<file path="src/rtl/axil_mem_arbiter_if.sv">
// AXI-lite bundle shared by the fetch, memoryrw and downstream memory ports of the arbiter.
// Latency: none; this file only carries wires.
// Backpressure: standard AXI-lite valid/ready on every channel.
// Ports (modports):
//   rd_slv / rd_mst : AR + R channels, seen from the responder / requester side
//   wr_slv / wr_mst : AW + W + B channels, seen from the responder / requester side
interface axil_interface_if #(
    parameter int ADDR_W = 32,
    parameter int DATA_W = 32
);
    logic [ADDR_W-1:0]   araddr;
    logic                arvalid;
    logic                arready;
    logic [DATA_W-1:0]   rdata;
    logic [1:0]          rresp;
    logic                rvalid;
    logic                rready;

    logic [ADDR_W-1:0]   awaddr;
    logic                awvalid;
    logic                awready;
    logic [DATA_W-1:0]   wdata;
    logic [DATA_W/8-1:0] wstrb;
    logic                wvalid;
    logic                wready;
    logic [1:0]          bresp;
    logic                bvalid;
    logic                bready;

    modport rd_slv (input  araddr, arvalid, rready,
                    output arready, rdata, rresp, rvalid);
    modport rd_mst (output araddr, arvalid, rready,
                    input  arready, rdata, rresp, rvalid);
    modport wr_slv (input  awaddr, awvalid, wdata, wstrb, wvalid, bready,
                    output awready, wready, bresp, bvalid);
    modport wr_mst (output awaddr, awvalid, wdata, wstrb, wvalid, bready,
                    input  awready, wready, bresp, bvalid);
endinterface

</file>
<file path="src/rtl/axil_mem_arbiter.sv">
// Shares one downstream AXI-lite memory port between fetch (read-only) and memoryrw (read+write).
// Latency: 0 cycles on every channel (AR/R/AW/W/B paths are combinational; only grant/FIFO/count are state).
// Backpressure: AR stalls when the read-ID FIFO is full or a DMEM read waits on open writes; AW/W stall at the write-count limit.
// Ports:
//   clk, rst (async active-low)      ; imem_rd/dmem_rd (rd_slv) upstream reads, dmem_wr (wr_slv) upstream writes
//   mem_rd (rd_mst), mem_wr (wr_mst) downstream memory ; imem_flush in ; idle, rd_resp_err out
// Optional feature: define ARB_ROUND_ROBIN_EN for alternating AR priority (default: fixed DMEM > IMEM).
module axil_mem_arbiter #(
    parameter int MAX_OUTSTANDING = 2,
    parameter int MAX_WR_OUTSTAND = 4
) (
    input  logic             clk,
    input  logic             rst,
    axil_interface_if.rd_slv imem_rd,
    axil_interface_if.rd_slv dmem_rd,
    axil_interface_if.wr_slv dmem_wr,
    axil_interface_if.rd_mst mem_rd,
    axil_interface_if.wr_mst mem_wr,
    input  logic             imem_flush,
    output logic             idle,
    output logic             rd_resp_err
);
    localparam int PTR_W = $clog2(MAX_OUTSTANDING) + 1;
    localparam int IDX_W = (MAX_OUTSTANDING > 1) ? $clog2(MAX_OUTSTANDING) : 1;
    localparam int CNT_W = $clog2(MAX_WR_OUTSTAND + 1);

    localparam logic [1:0] GNT_NONE = 2'd0;
    localparam logic [1:0] GNT_IMEM = 2'd1;
    localparam logic [1:0] GNT_DMEM = 2'd2;

    localparam logic ID_IMEM = 1'b0;
    localparam logic ID_DMEM = 1'b1;

    // ------------------------------------------------------------------
    // State
    // ------------------------------------------------------------------
    logic [PTR_W-1:0]           wr_ptr_q;
    logic [PTR_W-1:0]           rd_ptr_q;
    logic [MAX_OUTSTANDING-1:0] id_q;
    logic [MAX_OUTSTANDING-1:0] drop_q;
    logic [1:0]                 gnt_q;
    logic [CNT_W-1:0]           wr_cnt_q;

    // ------------------------------------------------------------------
    // Read-ID FIFO bookkeeping
    // ------------------------------------------------------------------
    logic [PTR_W-1:0] fill;
    logic [IDX_W-1:0] wr_idx;
    logic [IDX_W-1:0] rd_idx;
    logic             fifo_empty;
    logic             fifo_full;
    logic             head_id;
    logic             head_drop;
    logic             pop;
    logic             space;

    assign fill       = wr_ptr_q - rd_ptr_q;
    assign fifo_empty = (fill == '0);
    assign fifo_full  = (fill == PTR_W'(MAX_OUTSTANDING));
    // Depth is a power of two, so the modulo is just the low pointer bits.
    assign wr_idx     = IDX_W'(wr_ptr_q % PTR_W'(MAX_OUTSTANDING));
    assign rd_idx     = IDX_W'(rd_ptr_q % PTR_W'(MAX_OUTSTANDING));
    assign head_id    = id_q[rd_idx];
    // A flush in the same cycle as the head beat already kills that beat.
    assign head_drop  = drop_q[rd_idx] || (imem_flush && (head_id == ID_IMEM));

    // ------------------------------------------------------------------
    // R routing
    // ------------------------------------------------------------------
    assign imem_rd.rdata = mem_rd.rdata;
    assign imem_rd.rresp = mem_rd.rresp;
    assign dmem_rd.rdata = mem_rd.rdata;
    assign dmem_rd.rresp = mem_rd.rresp;

    always_comb begin
        imem_rd.rvalid = 1'b0;
        dmem_rd.rvalid = 1'b0;
        // Empty FIFO or dropped head: swallow whatever arrives.
        mem_rd.rready  = 1'b1;
        if (!fifo_empty && !head_drop) begin
            if (head_id == ID_DMEM) begin
                dmem_rd.rvalid = mem_rd.rvalid;
                mem_rd.rready  = dmem_rd.rready;
            end else begin
                imem_rd.rvalid = mem_rd.rvalid;
                mem_rd.rready  = imem_rd.rready;
            end
        end
    end

    assign pop   = mem_rd.rvalid && mem_rd.rready && !fifo_empty;
    // A beat leaving this cycle frees its slot for an AR accepted in the same cycle.
    assign space = !fifo_full || pop;

    // ------------------------------------------------------------------
    // AR arbitration
    // ------------------------------------------------------------------
    logic       dmem_elig;
    logic [1:0] pick;
    logic [1:0] sel;
    logic [1:0] gnt_d;
    logic       ar_fire;
    logic       push_id;

    // DMEM reads wait for all open writes so a read never overtakes a write.
    assign dmem_elig = dmem_rd.arvalid && (wr_cnt_q == '0);

`ifdef ARB_ROUND_ROBIN_EN
    logic last_q;

    always_comb begin
        pick = GNT_NONE;
        if (space) begin
            if (dmem_elig && imem_rd.arvalid) begin
                pick = (last_q == ID_DMEM) ? GNT_IMEM : GNT_DMEM;
            end else if (dmem_elig) begin
                pick = GNT_DMEM;
            end else if (imem_rd.arvalid) begin
                pick = GNT_IMEM;
            end
        end
    end

    // Reset value IMEM makes DMEM win the first tie.
    always_ff @(posedge clk or negedge rst) begin
        if (!rst) begin
            last_q <= ID_IMEM;
        end else if (ar_fire) begin
            last_q <= push_id;
        end
    end
`else
    always_comb begin
        pick = GNT_NONE;
        if (space) begin
            if (dmem_elig) begin
                pick = GNT_DMEM;
            end else if (imem_rd.arvalid) begin
                pick = GNT_IMEM;
            end
        end
    end
`endif

    // A registered grant is held until accepted, regardless of the other requester.
    assign sel = (gnt_q == GNT_NONE) ? pick : gnt_q;

    assign mem_rd.araddr  = (sel == GNT_DMEM) ? dmem_rd.araddr : imem_rd.araddr;
    assign mem_rd.arvalid = ((sel == GNT_DMEM) && dmem_rd.arvalid) ||
                            ((sel == GNT_IMEM) && imem_rd.arvalid);
    assign imem_rd.arready = (sel == GNT_IMEM) && mem_rd.arready;
    assign dmem_rd.arready = (sel == GNT_DMEM) && mem_rd.arready;

    assign ar_fire = mem_rd.arvalid && mem_rd.arready;
    assign push_id = (sel == GNT_DMEM) ? ID_DMEM : ID_IMEM;

    always_comb begin
        gnt_d = gnt_q;
        if (gnt_q == GNT_NONE) begin
            if ((pick != GNT_NONE) && !mem_rd.arready) begin
                gnt_d = pick;
            end
        end else if (ar_fire) begin
            gnt_d = GNT_NONE;
        end
        // A redirect withdraws a pending fetch request; fetch drops its valid itself.
        if (imem_flush && (gnt_d == GNT_IMEM)) begin
            gnt_d = GNT_NONE;
        end
    end

    // ------------------------------------------------------------------
    // FIFO entry update: push, then flush marks every IMEM entry
    // (including the one pushed this cycle).
    // ------------------------------------------------------------------
    logic [MAX_OUTSTANDING-1:0] id_d;
    logic [MAX_OUTSTANDING-1:0] drop_d;

    always_comb begin
        id_d   = id_q;
        drop_d = drop_q;
        if (ar_fire) begin
            id_d[wr_idx]   = push_id;
            drop_d[wr_idx] = 1'b0;
        end
        if (imem_flush) begin
            // Free slots may get marked too; a push always clears its own bit.
            for (int i = 0; i < MAX_OUTSTANDING; i++) begin
                if (id_d[i] == ID_IMEM) begin
                    drop_d[i] = 1'b1;
                end
            end
        end
    end

    // ------------------------------------------------------------------
    // Write pass-through with open-write limit
    // ------------------------------------------------------------------
    logic wr_full;
    logic aw_fire;
    logic b_fire;

    assign wr_full = (wr_cnt_q == CNT_W'(MAX_WR_OUTSTAND));

    assign mem_wr.awaddr   = dmem_wr.awaddr;
    assign mem_wr.awvalid  = dmem_wr.awvalid && !wr_full;
    assign mem_wr.wdata    = dmem_wr.wdata;
    assign mem_wr.wstrb    = dmem_wr.wstrb;
    assign mem_wr.wvalid   = dmem_wr.wvalid && !wr_full;
    assign mem_wr.bready   = 1'b1;
    assign dmem_wr.awready = mem_wr.awready && !wr_full;
    assign dmem_wr.wready  = mem_wr.wready && !wr_full;
    assign dmem_wr.bvalid  = mem_wr.bvalid;
    assign dmem_wr.bresp   = mem_wr.bresp;

    assign aw_fire = mem_wr.awvalid && mem_wr.awready;
    assign b_fire  = mem_wr.bvalid;

    // ------------------------------------------------------------------
    // Status
    // ------------------------------------------------------------------
    assign idle = fifo_empty && (wr_cnt_q == '0) && !imem_rd.arvalid && !dmem_rd.arvalid;

    // ------------------------------------------------------------------
    // Sequential state
    // ------------------------------------------------------------------
    always_ff @(posedge clk or negedge rst) begin
        if (!rst) begin
            wr_ptr_q    <= '0;
            rd_ptr_q    <= '0;
            id_q        <= '0;
            drop_q      <= '0;
            gnt_q       <= GNT_NONE;
            wr_cnt_q    <= '0;
            rd_resp_err <= 1'b0;
        end else begin
            gnt_q  <= gnt_d;
            id_q   <= id_d;
            drop_q <= drop_d;
            if (ar_fire) begin
                wr_ptr_q <= wr_ptr_q + PTR_W'(1);
            end
            if (pop) begin
                rd_ptr_q <= rd_ptr_q + PTR_W'(1);
            end
            // Simultaneous AW and B leave the count unchanged.
            if (aw_fire && !b_fire) begin
                wr_cnt_q <= wr_cnt_q + CNT_W'(1);
            end else if (!aw_fire && b_fire && (wr_cnt_q != '0)) begin
                wr_cnt_q <= wr_cnt_q - CNT_W'(1);
            end
            if (mem_rd.rvalid && fifo_empty) begin
                rd_resp_err <= 1'b1;
            end
        end
    end
endmodule
</file>
<file path="src/flat_wrapper.sv">
// flat-port wrapper written by rule: the top's interface ports become plain ports
module axil_mem_arbiter_flat 
#(
    parameter int MAX_OUTSTANDING = 2,
    parameter int MAX_WR_OUTSTAND = 4
)
  (clk, rst, imem_flush, idle, rd_resp_err, imem_rd_araddr, imem_rd_arvalid, imem_rd_rready, imem_rd_arready, imem_rd_rdata, imem_rd_rresp, imem_rd_rvalid, dmem_rd_araddr, dmem_rd_arvalid, dmem_rd_rready, dmem_rd_arready, dmem_rd_rdata, dmem_rd_rresp, dmem_rd_rvalid, dmem_wr_awaddr, dmem_wr_awvalid, dmem_wr_wdata, dmem_wr_wstrb, dmem_wr_wvalid, dmem_wr_bready, dmem_wr_awready, dmem_wr_wready, dmem_wr_bresp, dmem_wr_bvalid, mem_rd_araddr, mem_rd_arvalid, mem_rd_rready, mem_rd_arready, mem_rd_rdata, mem_rd_rresp, mem_rd_rvalid, mem_wr_awaddr, mem_wr_awvalid, mem_wr_wdata, mem_wr_wstrb, mem_wr_wvalid, mem_wr_bready, mem_wr_awready, mem_wr_wready, mem_wr_bresp, mem_wr_bvalid);
  axil_interface_if imem_rd_i ();
  axil_interface_if dmem_rd_i ();
  axil_interface_if dmem_wr_i ();
  axil_interface_if mem_rd_i ();
  axil_interface_if mem_wr_i ();
  input  logic clk;
  input  logic rst;
  input  logic imem_flush;
  output logic idle;
  output logic rd_resp_err;
  input wire logic [$bits(imem_rd_i.araddr)-1:0] imem_rd_araddr;
  input wire logic [$bits(imem_rd_i.arvalid)-1:0] imem_rd_arvalid;
  input wire logic [$bits(imem_rd_i.rready)-1:0] imem_rd_rready;
  output wire logic [$bits(imem_rd_i.arready)-1:0] imem_rd_arready;
  output wire logic [$bits(imem_rd_i.rdata)-1:0] imem_rd_rdata;
  output wire logic [$bits(imem_rd_i.rresp)-1:0] imem_rd_rresp;
  output wire logic [$bits(imem_rd_i.rvalid)-1:0] imem_rd_rvalid;
  input wire logic [$bits(dmem_rd_i.araddr)-1:0] dmem_rd_araddr;
  input wire logic [$bits(dmem_rd_i.arvalid)-1:0] dmem_rd_arvalid;
  input wire logic [$bits(dmem_rd_i.rready)-1:0] dmem_rd_rready;
  output wire logic [$bits(dmem_rd_i.arready)-1:0] dmem_rd_arready;
  output wire logic [$bits(dmem_rd_i.rdata)-1:0] dmem_rd_rdata;
  output wire logic [$bits(dmem_rd_i.rresp)-1:0] dmem_rd_rresp;
  output wire logic [$bits(dmem_rd_i.rvalid)-1:0] dmem_rd_rvalid;
  input wire logic [$bits(dmem_wr_i.awaddr)-1:0] dmem_wr_awaddr;
  input wire logic [$bits(dmem_wr_i.awvalid)-1:0] dmem_wr_awvalid;
  input wire logic [$bits(dmem_wr_i.wdata)-1:0] dmem_wr_wdata;
  input wire logic [$bits(dmem_wr_i.wstrb)-1:0] dmem_wr_wstrb;
  input wire logic [$bits(dmem_wr_i.wvalid)-1:0] dmem_wr_wvalid;
  input wire logic [$bits(dmem_wr_i.bready)-1:0] dmem_wr_bready;
  output wire logic [$bits(dmem_wr_i.awready)-1:0] dmem_wr_awready;
  output wire logic [$bits(dmem_wr_i.wready)-1:0] dmem_wr_wready;
  output wire logic [$bits(dmem_wr_i.bresp)-1:0] dmem_wr_bresp;
  output wire logic [$bits(dmem_wr_i.bvalid)-1:0] dmem_wr_bvalid;
  output wire logic [$bits(mem_rd_i.araddr)-1:0] mem_rd_araddr;
  output wire logic [$bits(mem_rd_i.arvalid)-1:0] mem_rd_arvalid;
  output wire logic [$bits(mem_rd_i.rready)-1:0] mem_rd_rready;
  input wire logic [$bits(mem_rd_i.arready)-1:0] mem_rd_arready;
  input wire logic [$bits(mem_rd_i.rdata)-1:0] mem_rd_rdata;
  input wire logic [$bits(mem_rd_i.rresp)-1:0] mem_rd_rresp;
  input wire logic [$bits(mem_rd_i.rvalid)-1:0] mem_rd_rvalid;
  output wire logic [$bits(mem_wr_i.awaddr)-1:0] mem_wr_awaddr;
  output wire logic [$bits(mem_wr_i.awvalid)-1:0] mem_wr_awvalid;
  output wire logic [$bits(mem_wr_i.wdata)-1:0] mem_wr_wdata;
  output wire logic [$bits(mem_wr_i.wstrb)-1:0] mem_wr_wstrb;
  output wire logic [$bits(mem_wr_i.wvalid)-1:0] mem_wr_wvalid;
  output wire logic [$bits(mem_wr_i.bready)-1:0] mem_wr_bready;
  input wire logic [$bits(mem_wr_i.awready)-1:0] mem_wr_awready;
  input wire logic [$bits(mem_wr_i.wready)-1:0] mem_wr_wready;
  input wire logic [$bits(mem_wr_i.bresp)-1:0] mem_wr_bresp;
  input wire logic [$bits(mem_wr_i.bvalid)-1:0] mem_wr_bvalid;
  assign imem_rd_i.araddr = imem_rd_araddr;
  assign imem_rd_i.arvalid = imem_rd_arvalid;
  assign imem_rd_i.rready = imem_rd_rready;
  assign imem_rd_arready = imem_rd_i.arready;
  assign imem_rd_rdata = imem_rd_i.rdata;
  assign imem_rd_rresp = imem_rd_i.rresp;
  assign imem_rd_rvalid = imem_rd_i.rvalid;
  assign dmem_rd_i.araddr = dmem_rd_araddr;
  assign dmem_rd_i.arvalid = dmem_rd_arvalid;
  assign dmem_rd_i.rready = dmem_rd_rready;
  assign dmem_rd_arready = dmem_rd_i.arready;
  assign dmem_rd_rdata = dmem_rd_i.rdata;
  assign dmem_rd_rresp = dmem_rd_i.rresp;
  assign dmem_rd_rvalid = dmem_rd_i.rvalid;
  assign dmem_wr_i.awaddr = dmem_wr_awaddr;
  assign dmem_wr_i.awvalid = dmem_wr_awvalid;
  assign dmem_wr_i.wdata = dmem_wr_wdata;
  assign dmem_wr_i.wstrb = dmem_wr_wstrb;
  assign dmem_wr_i.wvalid = dmem_wr_wvalid;
  assign dmem_wr_i.bready = dmem_wr_bready;
  assign dmem_wr_awready = dmem_wr_i.awready;
  assign dmem_wr_wready = dmem_wr_i.wready;
  assign dmem_wr_bresp = dmem_wr_i.bresp;
  assign dmem_wr_bvalid = dmem_wr_i.bvalid;
  assign mem_rd_araddr = mem_rd_i.araddr;
  assign mem_rd_arvalid = mem_rd_i.arvalid;
  assign mem_rd_rready = mem_rd_i.rready;
  assign mem_rd_i.arready = mem_rd_arready;
  assign mem_rd_i.rdata = mem_rd_rdata;
  assign mem_rd_i.rresp = mem_rd_rresp;
  assign mem_rd_i.rvalid = mem_rd_rvalid;
  assign mem_wr_awaddr = mem_wr_i.awaddr;
  assign mem_wr_awvalid = mem_wr_i.awvalid;
  assign mem_wr_wdata = mem_wr_i.wdata;
  assign mem_wr_wstrb = mem_wr_i.wstrb;
  assign mem_wr_wvalid = mem_wr_i.wvalid;
  assign mem_wr_bready = mem_wr_i.bready;
  assign mem_wr_i.awready = mem_wr_awready;
  assign mem_wr_i.wready = mem_wr_wready;
  assign mem_wr_i.bresp = mem_wr_bresp;
  assign mem_wr_i.bvalid = mem_wr_bvalid;
  axil_mem_arbiter #(.MAX_OUTSTANDING(MAX_OUTSTANDING), .MAX_WR_OUTSTAND(MAX_WR_OUTSTAND)) u_core (.clk(clk), .rst(rst), .imem_rd(imem_rd_i), .dmem_rd(dmem_rd_i), .dmem_wr(dmem_wr_i), .mem_rd(mem_rd_i), .mem_wr(mem_wr_i), .imem_flush(imem_flush), .idle(idle), .rd_resp_err(rd_resp_err));
endmodule
</file>
<file path="config.mk">
export PLATFORM = sky130hd
export DESIGN_NAME = axil_mem_arbiter_flat
export DESIGN_NICKNAME = d
export VERILOG_FILES = /design/src/rtl/axil_mem_arbiter_if.sv /design/src/rtl/axil_mem_arbiter.sv /design/src/flat_wrapper.sv
export SDC_FILE = /design/constraint.sdc
export NUM_CORES = 1
export LEC_CHECK = 0
export ABC_AREA = 1
export CAP_MARGIN = 20
export CORE_AREA = 4 4 141 143
export CTS_BUF_LIST = sky130_fd_sc_hd__clkbuf_8 sky130_fd_sc_hd__clkbuf_16
export DETAILED_ROUTE_END_ITERATION = 12
export DIE_AREA = 0 0 145 147
export HOLD_SLACK_MARGIN = 0.08
export PLACE_DENSITY = 0.48
export SYNTH_ARGS = -nofsm -noshare
export SYNTH_HDL_FRONTEND = slang
export SYNTH_SLANG_ARGS = --single-unit
export TNS_END_PERCENT = 10
</file>
<file path="constraint.sdc">
create_clock -name clk -period 2.6 [get_ports clk]
set_clock_uncertainty 0.1 [all_clocks]
set_input_delay 0.26 -clock clk [delete_from_list [all_inputs] [get_ports clk]]
set_output_delay 0.26 -clock clk [all_outputs]
set_load 0.01 [all_outputs]
</file>
# [Yosys cells after proc, flatten, opt, wreduce, memory -nomap -nowiden]
# Index checks and enable logic that the tools add are counted.
[classes] add_sub_neg=5 n_lt_le_gt_ge=3 n_eq_ne=5 muxes=30 bitwise_logic=3 n_reduce_logical=43
[ops] cell="2-to-1 mux 32 bit" n=1
[ops] cell="logical AND 1 bit" n=25
[ops] cell="2-to-1 mux 2 bit" n=10
[ops] cell="2-to-1 mux 1 bit" n=15
[ops] cell="logical NOT 1 bit" n=9
[ops] cell="2-to-1 mux 3 bit" n=2
[ops] cell="adder 2 x 1 -> 2 bit, second input constant" n=2
[ops] cell="== test 2 x 1 -> 1 bit, second input constant" n=2
[ops] cell="== test 2 bit, second input constant" n=2
[ops] cell="logical NOT 2 bit" n=2
[ops] cell="less-than comparator 1 x 2 -> 1 bit, second input constant" n=2
[ops] cell="nonzero test 2 bit" n=2
[ops] cell="adder 3 x 1 -> 3 bit, second input constant" n=1
[ops] cell="== test 3 bit, second input constant" n=1
[ops] cell="logical NOT 3 bit" n=1
[ops] cell="logical OR 1 bit" n=3
[ops] cell="nonzero test 3 bit" n=1
[ops] cell="subtractor 3 x 1 -> 3 bit, second input constant" n=1
[ops] cell="AND 2 bit" n=1
[ops] cell="bitwise mux 2 bit" n=1
[ops] cell="inverter 2 bit" n=1
[ops] cell="subtractor 2 bit" n=1
[ops] cell="demux 1 bit (select 1 bit)" n=1
[ops] cell="greater-or-equal comparator 1 bit, second input constant" n=1
[ops] cell="inverter 1 bit" n=1
[word_totals] ff_bits=14 in_bits=183 out_inout_bits=184 wordCells=96

# [Logic depth before layout (Yosys ltp)]
# Gate-level depths: netlist of the first run.
[depth] ltp_word=22 mapped_depth=18 ltp_nobuf=17

# [Worst setup path before layout of the first run]
# Ideal clock, no wire load.
[synth_path] path_type="register to output" start="register u_core.rd_ptr_q[0]" end="output mem_rd_araddr[0]" t_arrival_ps=1668 required_time_ps=2240 slack_ps=572 path_stages_with_launch=16 path_buffers=2 path_cell_list="dfrtp_1 -> buf_6 -> inv_4 -> nand2_2 -> nand3_1 -> nand2_1 -> inv_2 -> nand3_2 -> nand2_2 -> nand2_4 -> a21oi_4 -> nand2_2 -> inv_2 -> buf_4 -> nand2_1 -> nand2_1"
[synth_via] elab_chain_len=15 elab_cells_between_ends=23 classes_between="add/sub: 1; eq/ne: 2; mux: 9; bitwise: 1; reduce/logical: 10"
[synth_rtl] item="start, declared" line_no="axil_mem_arbiter.sv:38" text="logic [PTR_W-1:0] rd_ptr_q;"
[synth_rtl] item="start signal, assigned" line_no="axil_mem_arbiter.sv:244" text="rd_ptr_q <= rd_ptr_q + PTR_W'(1);"
[synth_rtl] item="branches (longest 7 deep; another with subtractor 2 bit)"
[synth_rtl] item="2-to-1 mux 1 bit *" line_no="axil_mem_arbiter.sv:80" text="if (!fifo_empty && !head_drop) begin"
[synth_rtl] item="net mem_rd_rready" line_no="flat_wrapper.sv:44" text="output wire logic [$bits(mem_rd_i.rready)-1:0] mem_rd_rready;"
[synth_rtl] item="logical AND 1 bit * (2 in a row)" line_no="axil_mem_arbiter.sv:91" text="assign pop = mem_rd.rvalid && mem_rd.rready && !fifo_empty;"
[synth_rtl] item="logical OR 1 bit *" line_no="axil_mem_arbiter.sv:93" text="assign space = !fifo_full || pop;"
[synth_rtl] item="2-to-1 mux 2 bit *" line_no="axil_mem_arbiter.sv:135" text="if (space) begin"
[synth_rtl] item="2-to-1 mux 2 bit *" line_no="axil_mem_arbiter.sv:146" text="assign sel = (gnt_q == GNT_NONE) ? pick : gnt_q;"
[synth_rtl] item="== test 2 bit *" line_no="axil_mem_arbiter.sv:148" text="assign mem_rd.araddr = (sel == GNT_DMEM) ? dmem_rd.araddr : imem_rd.araddr;"
[synth_rtl] item="2-to-1 mux 32 bit *" line_no="axil_mem_arbiter.sv:148"
[synth_rtl] item="end, declared" line_no="flat_wrapper.sv:42" text="output wire logic [$bits(mem_rd_i.araddr)-1:0] mem_rd_araddr;"
# Mark *: on every way through the listed nets, which the timed path passes. The select of a mux whose other input is x is not followed.

# [Worst setup path after layout of the first run]
[layout_path] start="register u_core.rd_ptr_q[0]" end="output mem_rd_araddr[9]"
[layout_via] elab_chain_len=15 elab_cells_between_ends=23 classes_between="add/sub: 1; eq/ne: 2; mux: 9; bitwise: 1; reduce/logical: 10"
[layout_rtl] item="branches (longest 10 deep; another with subtractor 2 bit)"
[layout_rtl] item="logical OR 1 bit *" line_no="axil_mem_arbiter.sv:93"
[layout_rtl] item="2-to-1 mux 2 bit *" line_no="axil_mem_arbiter.sv:135"
[layout_rtl] item="2-to-1 mux 2 bit *" line_no="axil_mem_arbiter.sv:146"
[layout_rtl] item="== test 2 bit *" line_no="axil_mem_arbiter.sv:148"
[layout_rtl] item="2-to-1 mux 32 bit *" line_no="axil_mem_arbiter.sv:148"
# Mark *: on every way between the ends. The select of a mux whose other input is x is not followed.

==> flow_summary_export.csv, run 1 <==
group,metric,value,unit
run_status,status,"complete, no violations",
global_routing,use_met1,7.72,%
yosys,synth.net_count,560,
drt,routed_via_density,3.45,
timing,finalCritPeriodShare,96.2,%
drt,first_pass_iters,4,
yosys,synth.area.mux_share,0.924,%
cells_and_area,final_core_util,16.9,%
run,max-cap-violations,0,
yosys,synthAdderAreaFrac,0.821,%
drt,num_vias,2131,
drt,detail_route.wl_per_cell,17.5,um
worst_setup_path,cp_top_family,"simple AND/OR/NAND/NOR gates",
cells_and_area,fillers,2138,
yosys,yosys_warnings,0,
drt,ant_nets,0,
cells_and_area,finalNetCount,568,
place,dpl.cell_count,607,
global_routing,grt_pass1_wl,14.3,mm
global_routing,grt_start_max_net_pins,31,
worst_setup_path,crit_path_start_kind,"flop",
worst_setup_path,path_cells,"inv_4 -> nand2_4 -> nand3_2 -> nand2_2 -> inv_2 -> nand3_2 -> nand2_2 -> nand2_4 -> a21oi_4 -> nand2_4 -> inv_8 -> clkbuf_16 -> nand2_1 -> nand2_1 -> buf_2",
yosys,ys_types,28,
global_routing,top_usage_layer,"met2",
cells_and_area,stdcell_count,617,
cells_and_area,fin_area,0.00315,mm^2
clock_tree,cts_sinks,14,
global_routing,antenna_found_initial,1,
floorplanning,die_w,145,um
yosys,synth_area_leaders,"buf_4 44%, nand2_1 19%, dfrtp_1 14%, inv_1 3.7%, nand2_2 2.3%",
drt,drt_first_iter_violations,57,
timing,fmax,400,MHz
yosys,synthXorXnorAreaFrac,2.46,%
yosys,synth_top_family_by_area,"buffers and inverters",
power_and_ir_drop,p_per_area,888,mW/mm^2
worst_setup_path,reg2reg_depth,18,
cells_and_area,area.growth.synth_to_final,29.1,%
worst_setup_path,worstSetupPathType,"flop to output pin",
yosys,ys_top_cells_by_count,"144 x buf_4, 124 x nand2_1, 24 x inv_1",
floorplanning,core,0.0186,mm^2
timing,grt_setup_unrepaired,"yes",
worst_setup_path,end_kind,"output pin",
hold_path,min_path_type,"input pin to async pin",
timing,max_slew_margin,56.0,%
clock_tree,cts_tree,"built",
power_and_ir_drop,total_power,2800,uW
worst_setup_path,cp.depth,15,
drt,drc,0,
global_routing,first_global_vias,2172,
yosys,synth_top_area_share,44.3,%
yosys,synth_cells,376,
clock_tree,htreeDepth,1,
yosys,synth_seq_cells,14,
worst_setup_path,crit_slowest_cell,"dfrtp_2",
floorplanning,fp-row-count,50,
worst_setup_path,critPathBufInv,5,
yosys,avgSynthCellArea,6.49,um^2
yosys,synth.largest_area_cell,"buf_4",
worst_setup_path,cp_max_fo,8,
yosys,synth_enable_flop_cells,0,
floorplanning,start_util,13.1,%
floorplanning,floorplan.die_area,0.0213,mm^2
timing,hold_viol_final,0,
yosys,async_reset_ff_share,100,%
worst_setup_path,crit_top_cell,"nand2_4",
yosys,synthesis.area,0.00244,mm^2
timing,drv_slew,0,
worst_setup_path,slowest_delay,0.47,ns
global_routing,grt_util_met2,14.6,%
global_routing,grt_overflow,0,
yosys,ys_seq_area_share,14.4,%
global_routing,grt_usage,8.90,%
worst_setup_path,cp.required,2.24,ns
timing,setup_slack,0.0993,ns
place,io_buffers,122,
timing,worstMarginPinSlew,0.657,ns
drt,wirelength,10.8,mm
place,dp.final_hpwl,8.76,mm
power_and_ir_drop,irDropWorstVdd,452,uV
cells_and_area,drive_gt1_share,25.8,%
clock_tree,max-clock-path-buffers,2,
place,gp_congestion,0.767,
timing,post-route-min-period,2.50,ns
floorplanning,io_pins,367,
place,place_area,0.00304,mm^2
floorplanning,die_h,147,um
clock_tree,insertion_delay,0.24,ns
worst_setup_path,cp_data_arrival_time,2.14,ns
place,dp_worst_setup_slack,-0.243,ns
global_routing,use_met3,9.10,%
clock_tree,clk_pin_slew,0.05,ns
yosys,yosys.area_share.simple,28.6,%
clock_tree,cts-root-buf,"clkbuf_16",
yosys,yosysMostFrequentCell,"buf_4",
yosys,synthFlopType,"dfrtp_1",
clock_tree,cts_buffers,3,
timing,finalSetupViolations,0,
cells_and_area,antenna_cells,0,
yosys,synth_compound_area_share,2.77,%
power_and_ir_drop,leakagePower,0.00157,uW
[cell families after synthesis]
family / Yosys count
flops: 14
compound gates: 10
xor+xnor: 6
simple gates: 166
mux: 2
fa+ha+maj: 1
other cells: 1
buf+inv: 176
[layer usage]
layer  up-vias  share of wire [%]
li1       1005                  -
met1       881                 31
met2       232                 46
met3        11                 22
met4         2                1.2
met5         -               0.12
[through the flow]
step,hold WS [ns],TNS [ns]
final,0.324,0
after global routing,0.385,-0.356
after global placement,0.356,-6.16
after floorplan,-0.136,0
after CTS,0.352,-0.0876
after detailed placement,0.356,-5.61
[registers in the layout (all words and copies together) (netlist names)]
register            flops
u_core.wr_ptr_q         2
u_core.id_q             2
u_core.rd_ptr_q         2
u_core.gnt_q            2
u_core.drop_q           2
u_core.rd_resp_err      1
u_core.wr_cnt_q         3
[final timing paths]
path	from	end	slack, ns
worst max-delay path	u_core.rd_ptr_q[0]	mem_rd_araddr[9]	0.1
worst min-delay path	rst	u_core.rd_resp_err	0.32
worst max register to register	u_core.rd_ptr_q[0]	u_core.drop_q[1]	0.46
worst min register to register	u_core.rd_resp_err	u_core.rd_resp_err	0.38
max in group asynchronous	rst	u_core.rd_ptr_q[0]	1.62
min in group clk	u_core.rd_resp_err	u_core.rd_resp_err	0.38
[cell type report]
| class | count | area [um^2] | share of cell area, % |
|---|---|---|---|
| Sequential cell | 14 | 352 | 11.2 |
| Multi-Input combinational cell | 186 | 917 | 29.1 |
| Timing Repair Buffer | 151 | 1380 | 43.8 |
| Clock buffer | 4 | 88.8 | 2.82 |
| Tap cell | 234 | 293 | 9.30 |
| Inverter | 28 | 118 | 3.74 |
[cell usage in the layout (no fill, tap or decap), drive strengths merged]
master and count:
clkbuf 17, a21oi 6, nand2 135, nor4 1
buf 50, clkdlybuf4s50 87, inv 28, nor2 14
a21o 1, o21ai 2, nand4 1, nor3 1
nand3 13, mux2 2, o311ai 1, dfrtp 14
xor2 3, fa 1, dlygate4sd2 1, xnor2 3
nand3b 1, conb 1
[report_power, final]
group | switching [uW] | leakage [uW] | internal (uW) | total [uW]
Sequential | 98.2 | 0.000161 | 319 | 417
Clock | 87.5 | 0.0000442 | 233 | 320
Combinational | 1080 | 0.00136 | 978 | 2060
Total | 1270 | 0.00157 | 1530 | 2800
[repair_timing]
item                       in CTS  in global routing
gates resized for setup        46                 95
hold buffers                    0                  0
setup endpoints to repair      34                 34
setup buffers                   0                  2
pin swaps                       0                  7
gates cloned                    1                  3
Note: power is estimated with default switching activity, not from simulation.
==> inputs of run 2 (changes only) <==
Settings changed: ABC_AREA 1 to unset, CORE_AREA 4 4 141 143 to 4 4 139 141, DIE_AREA 0 0 145 147 to 0 0 143 145, PLACE_DENSITY 0.48 to 0.49.
==> run 2 against run 1 <==
Compared with the run above: the run now ends with setup timing left; register-to-register slack got worse by 0.23 ns; count of clock-buffer cells in the layout decreased by 1; core utilization grew 0.89 points; worst setup slack got worse by 0.23 ns; final cell count down 16%; fmax fell by 8.5%; sequential share of layout area shrank 0.23 points; combinational power rose by 8%; power grew 3.4%; clock power down 12%; sequential cell count unchanged; first-iteration DRC count decreased by 21%; critical path type unchanged; largest power group unchanged; highest routed layer is now met4.
==> flow_summary_export.csv, run 2 <==
group,metric,value,unit
yosys,synth.area.mux_share,19.4,%
cells_and_area,area.growth.synth_to_final,27.1,%
global_routing,use_met3,3.52,%
worst_setup_path,crit_path_start_kind,"flop",
cells_and_area,antenna_cells,0,
clock_tree,clk_pin_slew,0.05,ns
global_routing,top_usage_layer,"met2",
drt,wirelength,8.11,mm
timing,grt_setup_unrepaired,"yes",
clock_tree,max-clock-path-buffers,2,
worst_setup_path,path_cells,"mux2i_1 -> buf_4 -> mux2i_4 -> a31oi_2 -> o31a_4 -> bufbuf_16 -> mux2_4 -> buf_2",
global_routing,grt_start_max_net_pins,20,
timing,finalSetupViolations,28,
power_and_ir_drop,comb_power_share,76.8,%
yosys,ys_seq_area_share,13.9,%
global_routing,grt_overflow,0,
drt,ant_nets,0,
power_and_ir_drop,net-switching-power,1090,uW
floorplanning,core,0.0180,mm^2
run,max-cap-violations,0,
yosys,synthFlopType,"dfrtp_1",
yosys,synth_cells,283,
worst_setup_path,cp_max_fo,6,
worst_setup_path,reg2reg_from,"u_core.wr_cnt_q[1]",
floorplanning,die_w,143,um
yosys,yosys_warnings,0,
cells_and_area,fin_area,0.00320,mm^2
yosys,synth.net_count,467,
clock_tree,cts_sinks,14,
clock_tree,htreeDepth,1,
timing,drv_slew,0,
worst_setup_path,end_kind,"output pin",
floorplanning,start_util,14.0,%
yosys,synthAdderAreaFrac,0.794,%
yosys,async_reset_ff_share,100,%
cells_and_area,ff_latch_area,350,um^2
power_and_ir_drop,p_per_area,902,mW/mm^2
timing,max_slew_margin,55.7,%
place,gp_congestion,0.742,
drt,num_vias,1740,
clock_tree,cts-root-buf,"clkbuf_16",
worst_setup_path,crit_slowest_cell,"dfrtp_1",
worst_setup_path,worstSetupPathType,"flop to output pin",
worst_setup_path,critPathBufInv,3,
cells_and_area,final_common_cell,"clkdlybuf4s50_1",
yosys,synthesis.area,0.00252,mm^2
worst_setup_path,slowest_delay,0.36,ns
drt,drt_first_iter_violations,45,
power_and_ir_drop,power.internal,1800,uW
cells_and_area,largest_reg_flops,3,
yosys,ys_types,46,
yosys,avgSynthCellArea,8.90,um^2
floorplanning,fp-row-count,49,
worst_setup_path,rrSetupSlack,0.23,ns
clock_tree,insertion_delay,0.24,ns
drt,drc,0,
global_routing,grt_usage,6.88,%
yosys,synth_area_leaders,"buf_4 42%, dfrtp_1 14%, mux2_4 13%, mux2_1 4.0%, nand2_1 1.8%",
power_and_ir_drop,irDropWorstVdd,278,uV
power_and_ir_drop,leakagePower,0.00135,uW
yosys,synthXorXnorAreaFrac,2.78,%
global_routing,grt_util_met2,15.3,%
worst_setup_path,reg2reg_depth,7,
floorplanning,io_pins,367,
power_and_ir_drop,pwr-share-clk,9.7,%
worst_setup_path,cp_top_family,"multiplexers",
yosys,synth.largest_area_cell,"buf_4",
yosys,yosysMostFrequentCell,"buf_4",
place,place_area,0.00316,mm^2
worst_setup_path,cp_data_arrival_time,2.37,ns
cells_and_area,final_cell_mix,"86 x clkdlybuf4s50_1, 26 x buf_4, 23 x buf_2",
global_routing,use_met1,4.42,%
timing,finalCritPeriodShare,105,%
timing,post-route-min-period,2.73,ns
place,io_buffers,122,
global_routing,antenna_found_initial,0,
yosys,synth_compound_area_share,9.78,%
hold_path,min_path_type,"input pin to async pin",
yosys,synth_seq_cells,14,
clock_tree,cts_buffers,3,
cells_and_area,drive_gt1_share,36.0,%
floorplanning,die_h,145,um
worst_setup_path,r2r_end,"u_core.drop_q[0]",
clock_tree,cts_tree,"built",
drt,routed_via_density,3.34,
drt,first_pass_iters,3,
cells_and_area,multiInputGateArea,0.00108,mm^2
worst_setup_path,cp.required,2.24,ns
drt,detail_route.wl_per_cell,15.6,um
yosys,synth_enable_flop_cells,0,
timing,fmax,366,MHz
run_status,status,"finished, violations left",
power_and_ir_drop,seq_power_share,13.5,%
floorplanning,floorplan.die_area,0.0207,mm^2
cells_and_area,fillers,1987,
yosys,synth_top_area_share,42.0,%
yosys,ys_top_cells_by_count,"141 x buf_4, 22 x mux2_4, 14 x dfrtp_1",
power_and_ir_drop,p_sw_share,37.6,%
yosys,yosys.area_share.simple,8.74,%
timing,setup_tns,-2.29,ns
cells_and_area,regMostFlops,"u_core.wr_cnt_q",
global_routing,grt_pass1_wl,11.0,mm
timing,hold_viol_final,0,
run_status,violations,"setup timing",
timing,setup_slack,-0.134,ns
place,dp.final_hpwl,7.14,mm
power_and_ir_drop,total_power,2890,uW
cells_and_area,finalNetCount,478,
timing,worstMarginPinSlew,0.663,ns
yosys,synth_top_family_by_area,"buffers and inverters",
global_routing,first_global_vias,1902,
run 2: worst max path at each step:
stage | startpoint | end | slack [ns] | depth (start not counted)
3_5_place_dp | dmem_rd_arvalid | mem_rd_araddr[29] | -0.48 | 7
2_1_floorplan | u_core.rd_ptr_q[0] | mem_rd_araddr[0] | 0.05 | 8
4_1_cts | u_core.rd_ptr_q[0] | mem_rd_araddr[15] | -0.19 | 8
6_report | u_core.rd_ptr_q[0] | mem_rd_araddr[25] | -0.13 | 8
3_3_place_gp | dmem_rd_arvalid | mem_rd_araddr[2] | -0.44 | 7
5_1_grt | u_core.rd_ptr_q[0] | mem_rd_araddr[24] | -0.27 | 9
run 2: repair_timing:
action	CTS	global route
gates cloned	1	0
setup buffers	3	0
pin swaps	4	1
hold buffers	0	0
setup endpoints to repair	35	38
gates resized for setup	141	4
run 2: power by group through the flow:
stage | Sequential [uW] | Clock (uW) | Combinational [uW]
5_1_grt | 402 | 302 | 2390
2_1_floorplan | 407 | 0 | 1410
4_1_cts | 391 | 289 | 2260
3_5_place_dp | 391 | 0 | 2240
3_3_place_gp | 389 | 0 | 2210
6_report | 390 | 281 | 2220
run 2: kinds of logic (layout without fill, tap and decap cells):
family,count (synthesis),after routing
AOI/OAI and AO/OA,29,29
xor gates and xnor gates,8,8
adders and majority gates,1,1
buffers and inverters,151,160
DFF,14,14
muxes,36,36
other,1,1
and+or+nand+nor,43,43
run 2: metrics by stage:
step | worst slack [ns] | std cells | util [%] | hold slack, ns
CTS | -0.193 | 521 | 17.8 | 0.362
finish | -0.134 | 521 | 17.8 | 0.330
floorplan | 0.0512 | 283 | - | -0.136
global placement | -0.435 | 515 | 17.6 | 0.363
global route | -0.266 | 521 | 17.8 | 0.399
detailed placement | -0.481 | 515 | 17.6 | 0.361
run 2: layer usage:
metal	vias up	share of wire [%]	wire, um
li1	816	-	-
met1	781	24	1980
met2	127	59	4770
met3	16	15	1220
met4	0	1.8	144
met5	-	0	0
run 2: area by class of cell:
type,instances,area share [%]
inverter,5,0.586
multi-input combinational,118,33.6
sequential,14,10.9
clock buffer,3,2.34
tap,229,8.95
timing repair buffer,152,43.6
run 2: worst register-to-register path: stages (launching register included):
cell       delay (ns)
dfrtp_1          0.37
or4b_4           0.55
buf_4            0.16
a2bb2oi_1        0.19
a311oi_4         0.37
o21bai_2         0.14
mux2_4           0.33
o21ai_2          0.10
